`config.mk`:
```
export PLATFORM = sky130hd
export DESIGN_NAME = rf_wb_merge
export DESIGN_NICKNAME = d
export VERILOG_FILES = /design/src/rtl/rf_wb_merge.sv
export SDC_FILE = /design/constraint.sdc
export NUM_CORES = 1
export LEC_CHECK = 0
export ABC_AREA = 1
export BUFFER_PORTS_ARGS = -buffer_cell sky130_fd_sc_hd__buf_4
export CAP_MARGIN = 20
export CORE_ASPECT_RATIO = 0.6
export CORE_MARGIN = 10
export CORE_UTILIZATION = 50
export CTS_CLUSTER_DIAMETER = 50
export DETAILED_ROUTE_END_ITERATION = 16
export GPL_TIMING_DRIVEN = 0
export PLACE_DENSITY = 0.72
export SLEW_MARGIN = 20
export SYNTH_ARGS = -nofsm -noshare
export SYNTH_HDL_FRONTEND = slang
export SYNTH_SLANG_ARGS = --single-unit
export TNS_END_PERCENT = 30
```
`constraint.sdc`:
```
create_clock -name clk -period 6.8 [get_ports clk]
set_input_delay 0 -clock clk [delete_from_list [all_inputs] [get_ports clk]]
set_output_delay 0 -clock clk [all_outputs]
set_load 0.05 [all_outputs]
```
`src/rtl/rf_wb_merge.sv`:
```
// Writeback merge: two retiring lanes -> in-order FIFO -> single RF write port, with forwarding lookup.
// Optional macro RF_WB_FWD_EN builds the forwarding comparators; otherwise q*_hit/q*_data are tied to 0.
module rf_wb_merge #(
  parameter int DEPTH  = 4,
  parameter int DATA_W = 32,
  parameter int CNT_W  = $clog2(DEPTH) + 1
) (
  input  logic              clk,
  input  logic              rst_n,
  input  logic              in0_valid,
  output logic              in0_ready,
  input  logic [4:0]        in0_rd,
  input  logic [DATA_W-1:0] in0_data,
  input  logic              in1_valid,
  output logic              in1_ready,
  input  logic [4:0]        in1_rd,
  input  logic [DATA_W-1:0] in1_data,
  output logic              rf_we,
  output logic [4:0]        rf_wa,
  output logic [DATA_W-1:0] rf_wd,
  input  logic [4:0]        q0_addr,
  input  logic [4:0]        q1_addr,
  output logic              q0_hit,
  output logic              q1_hit,
  output logic [DATA_W-1:0] q0_data,
  output logic [DATA_W-1:0] q1_data,
  output logic [CNT_W-1:0]  pend_cnt,
  output logic              idle
);

  localparam int PTR_W = $clog2(DEPTH);
  localparam logic [CNT_W-1:0] LAST_FREE = CNT_W'(DEPTH - 1);

  logic [4:0]        mem_rd_q   [DEPTH];
  logic [DATA_W-1:0] mem_data_q [DEPTH];
  logic [PTR_W-1:0]  head_q, tail_q;
  logic [CNT_W-1:0]  count_q, count_d;
  logic              rf_we_q, load_d;
  logic [4:0]        rf_wa_q, ld_rd;
  logic [DATA_W-1:0] rf_wd_q, ld_data;
  logic              in0_ready_q, in1_ready_q, in1_ready_d;
  logic              idle_q, idle_d;

  logic              acc0, acc1, pop;
  logic [1:0]        enq_n;
  logic [4:0]        ea_rd, eb_rd;
  logic [DATA_W-1:0] ea_data, eb_data;
  logic [CNT_W:0]    sum;

  assign in0_ready = in0_ready_q;
  assign in1_ready = in1_ready_q;
  assign rf_we     = rf_we_q;
  assign rf_wa     = rf_wa_q;
  assign rf_wd     = rf_wd_q;
  assign pend_cnt  = count_q;
  assign idle      = idle_q;

  always_comb begin
    acc0    = in0_valid && in0_ready_q && (in0_rd != 5'd0);
    acc1    = in1_valid && in1_ready_q && (in1_rd != 5'd0);
    pop     = (count_q != '0);
    load_d  = 1'b0;
    ld_rd   = '0;
    ld_data = '0;
    enq_n   = 2'd0;
    ea_rd   = '0;
    ea_data = '0;
    eb_rd   = '0;
    eb_data = '0;
    // Oldest of {head, lane 0, lane 1} goes to the output register; the rest enqueue in order.
    if (pop) begin
      load_d  = 1'b1;
      ld_rd   = mem_rd_q[head_q];
      ld_data = mem_data_q[head_q];
      if (acc0) begin
        ea_rd   = in0_rd;
        ea_data = in0_data;
        enq_n   = 2'd1;
        if (acc1) begin
          eb_rd   = in1_rd;
          eb_data = in1_data;
          enq_n   = 2'd2;
        end
      end else if (acc1) begin
        ea_rd   = in1_rd;
        ea_data = in1_data;
        enq_n   = 2'd1;
      end
    end else if (acc0) begin
      load_d  = 1'b1;
      ld_rd   = in0_rd;
      ld_data = in0_data;
      if (acc1) begin
        ea_rd   = in1_rd;
        ea_data = in1_data;
        enq_n   = 2'd1;
      end
    end else if (acc1) begin
      load_d  = 1'b1;
      ld_rd   = in1_rd;
      ld_data = in1_data;
    end
    sum         = {1'b0, count_q} + (CNT_W+1)'(acc0) + (CNT_W+1)'(acc1);
    count_d     = (sum != '0) ? CNT_W'(sum - (CNT_W+1)'(1)) : CNT_W'(sum);
    in1_ready_d = (count_d <= LAST_FREE);
    idle_d      = (count_d == '0) && !load_d;
  end

  always_ff @(posedge clk or negedge rst_n) begin
    if (!rst_n) begin
      head_q      <= '0;
      tail_q      <= '0;
      count_q     <= '0;
      rf_we_q     <= 1'b0;
      rf_wa_q     <= '0;
      rf_wd_q     <= '0;
      in0_ready_q <= 1'b0;
      in1_ready_q <= 1'b0;
      idle_q      <= 1'b1;
    end else begin
      head_q      <= head_q + PTR_W'(pop);
      tail_q      <= tail_q + PTR_W'(enq_n);
      count_q     <= count_d;
      rf_we_q     <= load_d;
      in0_ready_q <= 1'b1;
      in1_ready_q <= in1_ready_d;
      idle_q      <= idle_d;
      if (load_d) begin
        rf_wa_q <= ld_rd;
        rf_wd_q <= ld_data;
      end
    end
  end

  // Storage needs no reset: entries are only read below the occupancy count.
  always_ff @(posedge clk) begin
    if (enq_n != 2'd0) begin
      mem_rd_q[tail_q]   <= ea_rd;
      mem_data_q[tail_q] <= ea_data;
    end
    if (enq_n == 2'd2) begin
      mem_rd_q[tail_q + PTR_W'(1)]   <= eb_rd;
      mem_data_q[tail_q + PTR_W'(1)] <= eb_data;
    end
  end

`ifdef RF_WB_FWD_EN
  logic [4:0]        qa    [2];
  logic              qhit  [2];
  logic [DATA_W-1:0] qdata [2];
  logic [PTR_W-1:0]  idx;

  assign qa[0] = q0_addr;
  assign qa[1] = q1_addr;

  // Scan oldest to youngest so the last match (youngest) wins.
  always_comb begin
    idx = '0;
    for (int unsigned p = 0; p < 2; p++) begin
      qhit[p]  = 1'b0;
      qdata[p] = '0;
      if (qa[p] != 5'd0) begin
        if (rf_we_q && (rf_wa_q == qa[p])) begin
          qhit[p]  = 1'b1;
          qdata[p] = rf_wd_q;
        end
        for (int unsigned i = 0; i < DEPTH; i++) begin
          idx = head_q + PTR_W'(i);
          if ((CNT_W'(i) < count_q) && (mem_rd_q[idx] == qa[p])) begin
            qhit[p]  = 1'b1;
            qdata[p] = mem_data_q[idx];
          end
        end
      end
    end
  end

  assign q0_hit  = qhit[0];
  assign q1_hit  = qhit[1];
  assign q0_data = qdata[0];
  assign q1_data = qdata[1];
`else
  logic unused_qaddr;
  assign unused_qaddr = ^{q0_addr, q1_addr};
  assign q0_hit  = 1'b0;
  assign q1_hit  = 1'b0;
  assign q0_data = '0;
  assign q1_data = '0;
`endif

endmodule

```
* Word-level counts from Yosys, hierarchy flattened
Memory sizes are Yosys's and may differ from the RTL's. Cells that the tools add are included. W data, S select, Z words.
Cells by class: reductions and logical operators 12, $add $sub $neg 6, equal/unequal tests 1, mux-type cells 25, magnitude comparators 1
Operators with widths (count):
- $mux W32 | 6
- $mux W5 | 6
- $reduce_bool A5 Y1 | 2
- $mux W1 | 8
- $mux W2 | 4
- $logic_and A1 B1 Y1 | 5
- $add A3 B1 Y4 | 1
- $add A4 B1 Y4 | 1
- $reduce_bool A4 Y1 | 1
- $le A3 B2 Y1 const B | 1
- $logic_not A3 Y1 | 1
- $mux W3 | 1
- $reduce_bool A3 Y1 | 1
- $sub A3 B1 Y3 const B | 1
- $add A2 B1 Y2 | 1
- $add A2 B1 Y2 const B | 1
- $add A2 B2 Y2 | 1
- $eq A2 B2 Y1 const B | 1
- $reduce_bool A2 Y1 | 1
- $logic_not A1 Y1 | 1
Storage, ports and cells: output and inout port bits 110, bits of input ports 88, memories 2, bits in registers 48, memory bits (writable) 148, logic and storage cells 56
Memories:
- mem_data_q | depth 4, bits a word 32, read ports 1, clocked after Yosys merged registers in 0, write ports 2, line 35 | logic [DATA_W-1:0] mem_data_q [DEPTH];
- mem_rd_q | depth 4, bits a word 5, read ports 1, clocked after Yosys merged registers in 0, write ports 2, line 34 | logic [4:0] mem_rd_q [DEPTH];

* Longest topological paths before layout
Gate-level depths: netlist of run 1.
depth in word-level cells 8, gate-level depth with buffers 16

* Worst setup path after synthesis of run 1
Ideal clock, no wire load.
path kind reg-to-reg, from reg in0_ready_q, in the netlist in0_ready, to mem mem_data_q[0][0] (enable), required time 6.313 ns, period minus slack after synthesis 5.138 ns, cell stages (with the launch flop) 9, path slack 1.662 ns, data arrival time 4.651 ns, cells stage by stage dfrtp_1 -> nand2_1 -> inv_2 -> nand2_2 -> buf_4 -> buf_2 -> ha_1 -> a21oi_1 -> o31ai_1
RTL lines:
- start, declared | line 41 | logic in0_ready_q, in1_ready_q, in1_ready_d;
- start signal, assigned | line 117 | in0_ready_q <= 1'b0;
- start signal, assigned | line 125 | in0_ready_q <= 1'b1;
- end, declared | line 35

==> impl_results.md, run 1 <==
* Relative slew slack at 42.5%
* Crit path launch type: flop
* Port bufs at between 100 and 150
* Slew at the pin with the worst max-slew slack at ~860 ps
* Number of vias per cell at 5.61
* # DRC at 0
* Std-Cell Rows at 43
* Number of routed nets with antenna violations at 0
* Cell Chain, Critical Path: nand2_1, inv_2, nand2_2, buf_4, buf_2, ha_1, nor3_2, inv_2, clkbuf_1, o31ai_4, buf_6, buf_6
* Nets at between 1500 and 2000
* Largest family of logic cells by synthesized area: simple AND/OR/NAND/NOR gates
* Die X-Extent at around 220 µm
* Crit path time final at 3760 ps
* CTS Buffer Depth at 2
* Unique masters post-synth at 31
* DP Area at about 13000 µm²
* Status: finished clean
* Pin count of the biggest net entering global routing at slightly below 50
* Simple logic cell fraction of the synthesized area at a little over a third
* Worst clock skew at approximately 16 ps
* Full die area at between 30000 and 40000 µm²
* Fmax at 266 MHz
* DRT Pass-1 Iters at 6
* Power per cell area at between 400 and 500 nW/µm²
* Grt ovf at 0
* CTS sink cnt at roughly 200
* Synth Cell Area at approximately 12000 µm²
* Worst R2R Start: in0_ready
* Adder-cell share of the synthesized area at less than 1%
* Post-CTS setup buffer count at 0
* Vias at 11901
* Hpwl dp at between 20 and 30 mm
* Sequential fraction of the synthesis area at about 48%
* Syn Area/Cell at 7.58 µm²
* RSZ-0062 raised after global routing: false
* First-pass GRT wire length at roughly 65 mm
* CTS tree: built
* Most common cell after layout, fill and taps aside: nand2_1
* Compound-gate portion of the synthesized area at under 10%
* Start point of the worst min-delay path: in0_data[16]
* Die Ht at around 140 µm
* Max_cap viols at 0
* Hold crit path type: in2reg
* Area growth, synth to finish at 23.1%
* Boundary Pins at 198
* Final Max Slew Viols at 0
* DR iter-0 viols at 1860
* Crit path from: in0_ready
* Clk_lat worst skew at roughly 460 ps
* Initial antenna violation count at 0
* Final Hold Fails at 0
* Share of cells above drive strength 1 at 16.9%
* Post-synthesis mux area share at 0%
* CP Max Fanout at 12
* P_leak at 6.82 nW
* Worst Setup Path Type: reg2reg
* #FFs+latches synth at 196
* Core Region at 23100 µm²
* CTS buffer count at 17
* Period utilization at 55.4%
* Worst Path Required at approximately 7000 ps
* Vias in the first global route at 11209
* Final Power at about 6 mW
* Yosys warnings at 0
* Post-route cell area at between 10000 and 15000 µm²
* H-tree levels at 4
* CP max stage delay at just under 600 ps
* Root buf cell: clkbuf_16
* VDD IR-drop max at 299 µV
* Overall routing resource usage at 27.5%
* Mapped Cells at ~1500
* RePlAce Congestion at between 0.9 and 1
* Synth Area in XOR/XNOR at less than 1%
* DRT Wirelength at approximately 42 mm
* Critical-path top delay cell: clkbuf_1
* Data arrival, critical path at slightly below 4000 ps
* WL/cell at approximately 20 µm
* CP top delay family: buffers and inverters
* CP endpoint kind: flop
* Diodes inserted at 0
* Worst path buffer plus inverter count at 7
* Most frequent cells in the layout: nand2_1 (631), buf_4 (196), nand3_1 (195), edfxtp_1 (148), nor2_1 (121)
* Starting density of the core at between 50 and 60%
* Final setup viols at 0
* Clk pin slew, worst setup/hold paths at 80 ps
==> final timing paths <==
kind	to	slack [ps]	cells past startpoint
max	mem_data_q[0][14]	3040	12
min	rf_wd[16]	2	5
max reg2reg	mem_data_q[0][14]	3040	12
min reg2reg	rf_wd[2]	500	2
max in group asynchronous	rf_wd[14]	6140	2
min in group asynchronous	rf_wd[25]	160	2
==> metrics by stage <==
step                worst slack [ps]  std cells  hold WS [ps]  TNS [ps]  utilization (%)
floorplan                       1660       1610          -296         0                -
global placement               -1140       2046           111   -101730             57.4
detailed placement              3170       2057           110         0             58.4
CTS                             3140       2123         0.895         0             62.4
global route                    3000       2123          23.7         0             62.4
finish                          3040       2123          1.51         0             62.4
==> where the power goes <==
part           internal, mW  switching, mW
registers              1.80          0.160
logic                 0.882           2.23
clock network         0.563          0.472
total                  3.25           2.87
==> sequential cells by signal, indices dropped and copies added, names as in the netlist <==
| register | count |
|---|---|
| tail_q | 2 |
| rf_wd | 32 |
| idle | 1 |
| mem_rd_q | 20 |
| in0_ready | 1 |
| in1_ready | 1 |
| mem_data_q | 128 |
| pend_cnt | 3 |
| rf_wa | 5 |
| head_q | 2 |
| rf_we | 1 |
==> cell usage after synthesis, drive strengths merged <==
cell type / instances / area share, %
a21oi: 1 / 0.043
buf: 131 / 7.2
clkbuf: 33 / 1.1
clkinv: 1 / 0.032
conb: 2 / 0.064
dfrtp: 47 / 10
dfstp: 1 / 0.22
edfxtp: 148 / 38
fa: 1 / 0.17
ha: 6 / 0.64
inv: 58 / 1.9
nand2: 634 / 20
nand3: 198 / 8.6
nor2: 123 / 4.1
nor3: 37 / 1.7
o211ai: 1 / 0.064
o21ai: 78 / 3.3
o22ai: 37 / 2.0
o31ai: 3 / 0.19
xnor2: 3 / 0.22
xor2: 2 / 0.15
==> area by class of cell <==
cell class / count / area, µm²
buffer: 164 / 965
clock buffer: 21 / 460
clock inverter: 11 / 128
fill: 1970 / 8670
inverter: 59 / 221
multi-input combinational: 1191 / 5170
sequential: 196 / 5650
tap: 315 / 394
timing repair buffer: 166 / 1430
==> logic make-up after synthesis <==
kind of cell             after synthesis
adder cells (fa/ha/maj)                7
XOR/XNOR                               5
AO/OA/AOI/OAI                        120
other                                  2
flip-flops                           196
AND/OR/NAND/NOR                      992
buffers and inverters                223
==> worst register-to-register path, stage by stage (launching register included) <==
cell,delay [ps]
dfrtp_1,460
nand2_1,90
inv_2,280
nand2_2,200
buf_4,240
buf_2,250
ha_1,450
nor3_2,90
inv_2,60
clkbuf_1,590
o31ai_4,350
buf_6,260
buf_6,180
==> timing repair <==
item,CTS,global route
gates resized for setup,0,0
hold buffers,34,0
hold endpoints to repair,78,0
==> layer usage <==
metal	vias to the layer above	share of wire, %	track usage (%)	routed length, µm
li1	5431	-	-	-
met1	5438	39	37.7	16400
met2	916	44	41.6	18800
met3	114	15	6.97	6200
met4	2	2.3	8.43	970
met5	-	0.045	0	19
No activity file was read; power rests on OpenSTA's default activity.
==> run 2: changes to the inputs <==
==> constraint.sdc (replaced) <==
create_clock -name clk -period 3.5 [get_ports clk]
set_input_delay 0 -clock clk [delete_from_list [all_inputs] [get_ports clk]]
set_output_delay 0 -clock clk [all_outputs]
set_load 0.05 [all_outputs]
==> impl_results.md, run 2 (synthesized netlist as in run 1, its figures left out) <==
* Std-Cell Rows at between 40 and 50
* DRT Wirelength at roughly 44 mm
* CP endpoint kind: flop
* Switching Share at between 40% and 50%
* Clk_lat worst skew at between 400 and 500 ps
* Overall routing resource usage at about 28%
* Minimum hold slack at roughly 13 ps
* Final setup viols at 1
* Hold crit path type: in2reg
* Starting density of the core at 50.7%
* Sequential power share at 31.5%
* Port bufs at ~120
* Biggest register: mem_data_q
* Share of cells above drive strength 1 at ~17%
* Die Ht at 139 µm
* WL/cell at roughly 20 µm
* Post-route cell area at ~15000 µm²
* Core Util, Final at roughly 63%
* Crit path time final at approximately 3500 ps
* CTS sink cnt at about 200
* Die X-Extent at roughly 220 µm
* Max_cap viols at 0
* Initial antenna violation count at 2
* Crit path launch type: flop
* Comb power frac at between 50% and 60%
* Relative slew slack at between 40% and 50%
* DP Area at between 10000 and 15000 µm²
* Root buf cell: clkbuf_16
* CTS Buffer Depth at 2
* Clock share of power at approximately 18%
* RePlAce Congestion at 0.946
* Area growth, synth to finish at 24.3%
* Pin count of the biggest net entering global routing at a little under 50
* DRT Pass-1 Iters at 8
* Boundary Pins at slightly below 200
* PnR worst setup slack at -47.7 ps
* Multi-input gate area at a little over 5000 µm²
* Power Internal at 6.41 mW
* Most frequent cells in the layout: nand2_1 (631), buf_4 (200), nand3_1 (195), edfxtp_1 (148), nor2_1 (120)
* Register area at roughly 5600 µm²
* Worst Setup Path Type: reg2reg
* Vias in the first global route at approximately 12000
* Most common cell after layout, fill and taps aside: nand2_1
* First-pass GRT wire length at 66.1 mm
* H-tree levels at 4
* Final Max Slew Viols at 0
* RSZ-0062 raised after global routing: true
* CTS buffer count at 17
* Slew at the pin with the worst max-slew slack at between 700 and 800 ps
* Period utilization at 101%
* DR iter-0 viols at about 1900
* CP Max Fanout at 11
* P_leak at about 6.9 nW
* Fmax at about 280 MHz
* Grt ovf at 0
* # DRC at 0
* Final Hold Fails at 0
* Worst clock skew at about 12 ps
* Worst Path Required at ~4000 ps
* Power per cell area at 831 nW/µm²
* Hpwl dp at approximately 30 mm
* Number of routed nets with antenna violations at 0
* VDD IR-drop max at 545 µV
* Max FFs per register at 128
* Status: complete, but fails checks
* Full die area at 30100 µm²
* Nets at 1900
* Failing checks: negative setup slack
* Fillers at roughly 1900
* Vias at 12048
* Core Region at 23100 µm²
* Sw power at between 5 and 6 mW
* Data arrival, critical path at around 3900 ps
* Clk pin slew, worst setup/hold paths at approximately 70 ps
* CTS tree: built
* Number of vias per cell at around 5.6
* Final Power at between 10 and 15 mW
## run 2: cell types whose count changed in the layout (fill, tap and decap cells not counted), sizes merged, moves of 2 or more
cell	before	now
inv	59	61
dlygate4sd3	34	39
clkinv	7	4
clkbuf	54	52
buf	263	267
clkinvlp	2	5
## run 2: path summary, 6_finish.rpt
| path | startpoint | end | slack, ps | depth (start not counted) |
|---|---|---|---|---|
| min in group asynchronous | rst_n | rf_wd[24] | 140 | 2 |
| hold / removal | in0_data[14] | rf_wd[14] | 10 | 5 |
| setup / recovery | in0_ready | rf_wd[17] | -50 | 11 |
| hold reg to reg | rf_wd[13] | rf_wd[13] | 500 | 2 |
| setup reg to reg | in0_ready | rf_wd[17] | -50 | 11 |
| max in group asynchronous | rst_n | rf_wd[14] | 2800 | 2 |
## run 2: layer usage
metal	routed length, µm	vias to the layer above	part of all wire [%]	global-route usage, %
met5	0	-	0	0
met4	1240	0	2.8	10.9
met3	6450	116	15	7.91
met2	19500	974	45	43.2
met1	16500	5502	38	37.1
li1	-	5456	-	-
## run 2: layout make-up
class	instances	area share, %
plain buffers	164	6.65
flip-flops and latches	196	38.8
diodes	1	0.0172
well taps	315	2.71
repair buffers	176	10.5
clock inverters	14	1.21
multi-input cells	1191	35.6
inverters	59	1.52
clock buffers	18	3.02
## run 2: critical path, stage by stage (launching register included)
cell	delay [ps]
dfrtp_1	440
nand2_1	90
inv_2	280
nand2_2	200
buf_4	240
clkbuf_4	250
ha_1	290
nor2_4	340
clkbuf_1	520
nand3_1	140
dlygate4sd3_1	590
nand3_1	80
## run 2: per-stage QoR
stage / instances / setup slack (ps) / setup TNS [ps]
5_1_grt: 2134 / -105 / -105
3_5_place_dp: 2057 / -94.0 / -1030
2_1_floorplan: 1610 / -518 / -75660
3_3_place_gp: 2046 / -2210 / -308350
6_report: 2134 / -47.7 / -47.7
4_1_cts: 2130 / 29.7 / 0
## run 2: power groups by stage
| stage | Sequential [mW] | Clock (mW) | Combinational (mW) |
|---|---|---|---|
| after floorplan | 4.67 | 0 | 2.98 |
| after global placement | 3.88 | 0 | 5.58 |
| after detailed placement | 3.84 | 0 | 5.90 |
| after CTS | 3.80 | 2.10 | 5.99 |
| after global routing | 3.87 | 2.19 | 6.60 |
| final | 3.81 | 2.11 | 6.17 |
## run 2: what timing repair did
action	in CTS	in global routing
endpoints found under the hold margin	80	0
gates resized for setup	0	5
setup endpoints to repair	11	66
setup buffers	2	3
hold buffers	39	0
pin swaps	1	2
==> run 3: changes to the inputs <==
--- a/config.mk
+++ b/config.mk
@@ -11,7 +11,6 @@
 export CORE_ASPECT_RATIO = 0.6
 export CORE_MARGIN = 10
 export CORE_UTILIZATION = 50
-export CTS_CLUSTER_DIAMETER = 50
 export DETAILED_ROUTE_END_ITERATION = 16
 export GPL_TIMING_DRIVEN = 0
 export PLACE_DENSITY = 0.72
@@ -19,4 +18,3 @@
 export SYNTH_ARGS = -nofsm -noshare
 export SYNTH_HDL_FRONTEND = slang
 export SYNTH_SLANG_ARGS = --single-unit
-export TNS_END_PERCENT = 30
==> impl_results.md, run 3 (synthesized netlist as in run 1, its figures left out) <==
* Full die area at around 30000 µm²
* Data arrival, critical path at about 3600 ps
* Slew at the pin with the worst max-slew slack at around 800 ps
* Met1 wire length at between 15 and 20 mm
* Root buf cell: clkbuf_16
* Boundary Pins at between 150 and 200
* Clk pin slew, worst setup/hold paths at ~70 ps
* Top Layer Used: met4
* CP Max Fanout at 18
* Std-Cell Rows at between 40 and 50
* CTS buffer count at 17
* Most common cell after layout, fill and taps aside: nand2_1
* P_leak at 6.87 nW
* Met3 wire length at between 6 and 7 mm
* Final setup viols at 0
* Worst Setup Path Type: reg2reg
* Vias at about 12000
* Final Hold Fails at 0
* Fmax at a little under 300 MHz
* Final Max Slew Viols at 0
* RSZ-0062 raised after global routing: false
* Hold crit path type: in2reg
* H-tree levels at 4
* Biggest register: mem_data_q
* Max_cap viols at 0
* Initial antenna violation count at 2
* Share of cells above drive strength 1 at 17.4%
* VDD IR-drop max at ~550 µV
* Clk_lat worst skew at 460 ps
* WL/cell at around 20 µm
* Core Region at between 20000 and 25000 µm²
* Max FFs per register at between 100 and 150
* CTS sink cnt at approximately 200
* Worst Path Required at between 3000 and 4000 ps
* Fillers at ~1900
* Worst clock skew at roughly 10 ps
* Number of vias per cell at ~5.7
* Crit path time final at between 3000 and 4000 ps
* Final Power at ~12 mW
* Pin count of the biggest net entering global routing at approximately 50
* Wire length on met2 at about 20 mm
* DRT Wirelength at 43.8 mm
* # DRC at 0
* Relative slew slack at 46.7%
* Overall routing resource usage at 28.2%
* Starting density of the core at approximately half
* Die Ht at approximately 140 µm
* RePlAce Congestion at ~0.95
* Minimum hold slack at around 8.7 ps
* CP endpoint kind: flop
* Most frequent cells in the layout: nand2_1 (631), buf_4 (200), nand3_1 (195), edfxtp_1 (148), nor2_1 (120)
* Area growth, synth to finish at 24.3%
* Grt ovf at 0
* First-pass GRT wire length at about 66 mm
* Vias in the first global route at ~12000
* DR iter-0 viols at 1871
* Power per cell area at ~830 nW/µm²
* Period utilization at between 90% and 100%
* Crit path launch type: flop
* Status: finished clean
* CTS tree: built
* Die X-Extent at 218 µm
* Setup Total Neg Slack at 0 ps
* Hpwl dp at around 30 mm
* CTS Buffer Depth at 2
* Nets at roughly 1900
* Port bufs at about 120
* Number of routed nets with antenna violations at 0
* DRT Pass-1 Iters at 6
-- run 3: cell count changes in the layout (fill, tap and decap cells not counted), sizes merged --
cell / previous run / this run
clkbuf: 52 / 51
-- run 3: through the flow --
| step | utilization, % | cell area [µm²] | std cells | setup slack (ps) |
|---|---|---|---|---|
| final | 63.1 | 14600 | 2133 | 70.8 |
| after global routing | 63.1 | 14600 | 2133 | 20.2 |
| after floorplan | - | 12000 | 1610 | -518 |
| after CTS | 62.9 | 14500 | 2130 | 29.7 |
| after detailed placement | 58.4 | 13500 | 2057 | -94.0 |
| after global placement | 57.5 | 13300 | 2046 | -2210 |
-- run 3: cell type report --
class	instances	area (µm²)	share of cell area, %
flip-flops and latches	196	5650	38.8
multi-input cells	1191	5180	35.6
repair buffers	176	1530	10.5
plain buffers	163	966	6.64
clock buffers	18	439	3.02
well taps	315	394	2.71
inverters	59	221	1.52
clock inverters	14	176	1.21
diodes	1	2.50	0.0172
-- run 3: report_power, final --
group	total, mW	switching (mW)	internal [mW]
registers	3.81	0.317	3.50
clock network	2.12	0.969	1.15
logic	6.17	4.41	1.76
-- run 3: layer usage --
metal  GRT usage (%)  vias up
met5               0        -
met4            10.9        0
met3            7.91      141
met2            43.2      965
met1            37.1     5518
li1                -     5458
-- run 3: path summary, 6_finish.rpt --
| kind | start | end | slack, ps | cells after the start |
|---|---|---|---|---|
| max | in0_ready | mem_data_q[3][0] | 70 | 12 |
| min | in1_data[18] | rf_wd[18] | 9 | 5 |
| max reg2reg | in0_ready | mem_data_q[3][0] | 70 | 12 |
| min reg2reg | rf_wd[13] | rf_wd[13] | 500 | 2 |
| max in group asynchronous | rst_n | rf_wd[14] | 2790 | 2 |
| min in group asynchronous | rst_n | rf_wd[24] | 130 | 2 |
-- run 3: worst max-delay path: stages, from the launching register on --
cell and delay (ps):
dfrtp_1 450, nand2_1 90, inv_2 270, nand2_2 200
buf_4 240, clkbuf_4 250, ha_1 420, nor2_4 190
nand3_2 120, buf_4 230, buf_4 210, o21ai_4 210
buf_16 250
-- run 3: timing repair --
action	CTS	global route
pin swaps	1	2
resized for setup	0	7
gates cloned	0	0
endpoints found under the setup margin	11	66
hold buffers	39	0
buffers inserted	2	3
endpoints found under the hold margin	80	0
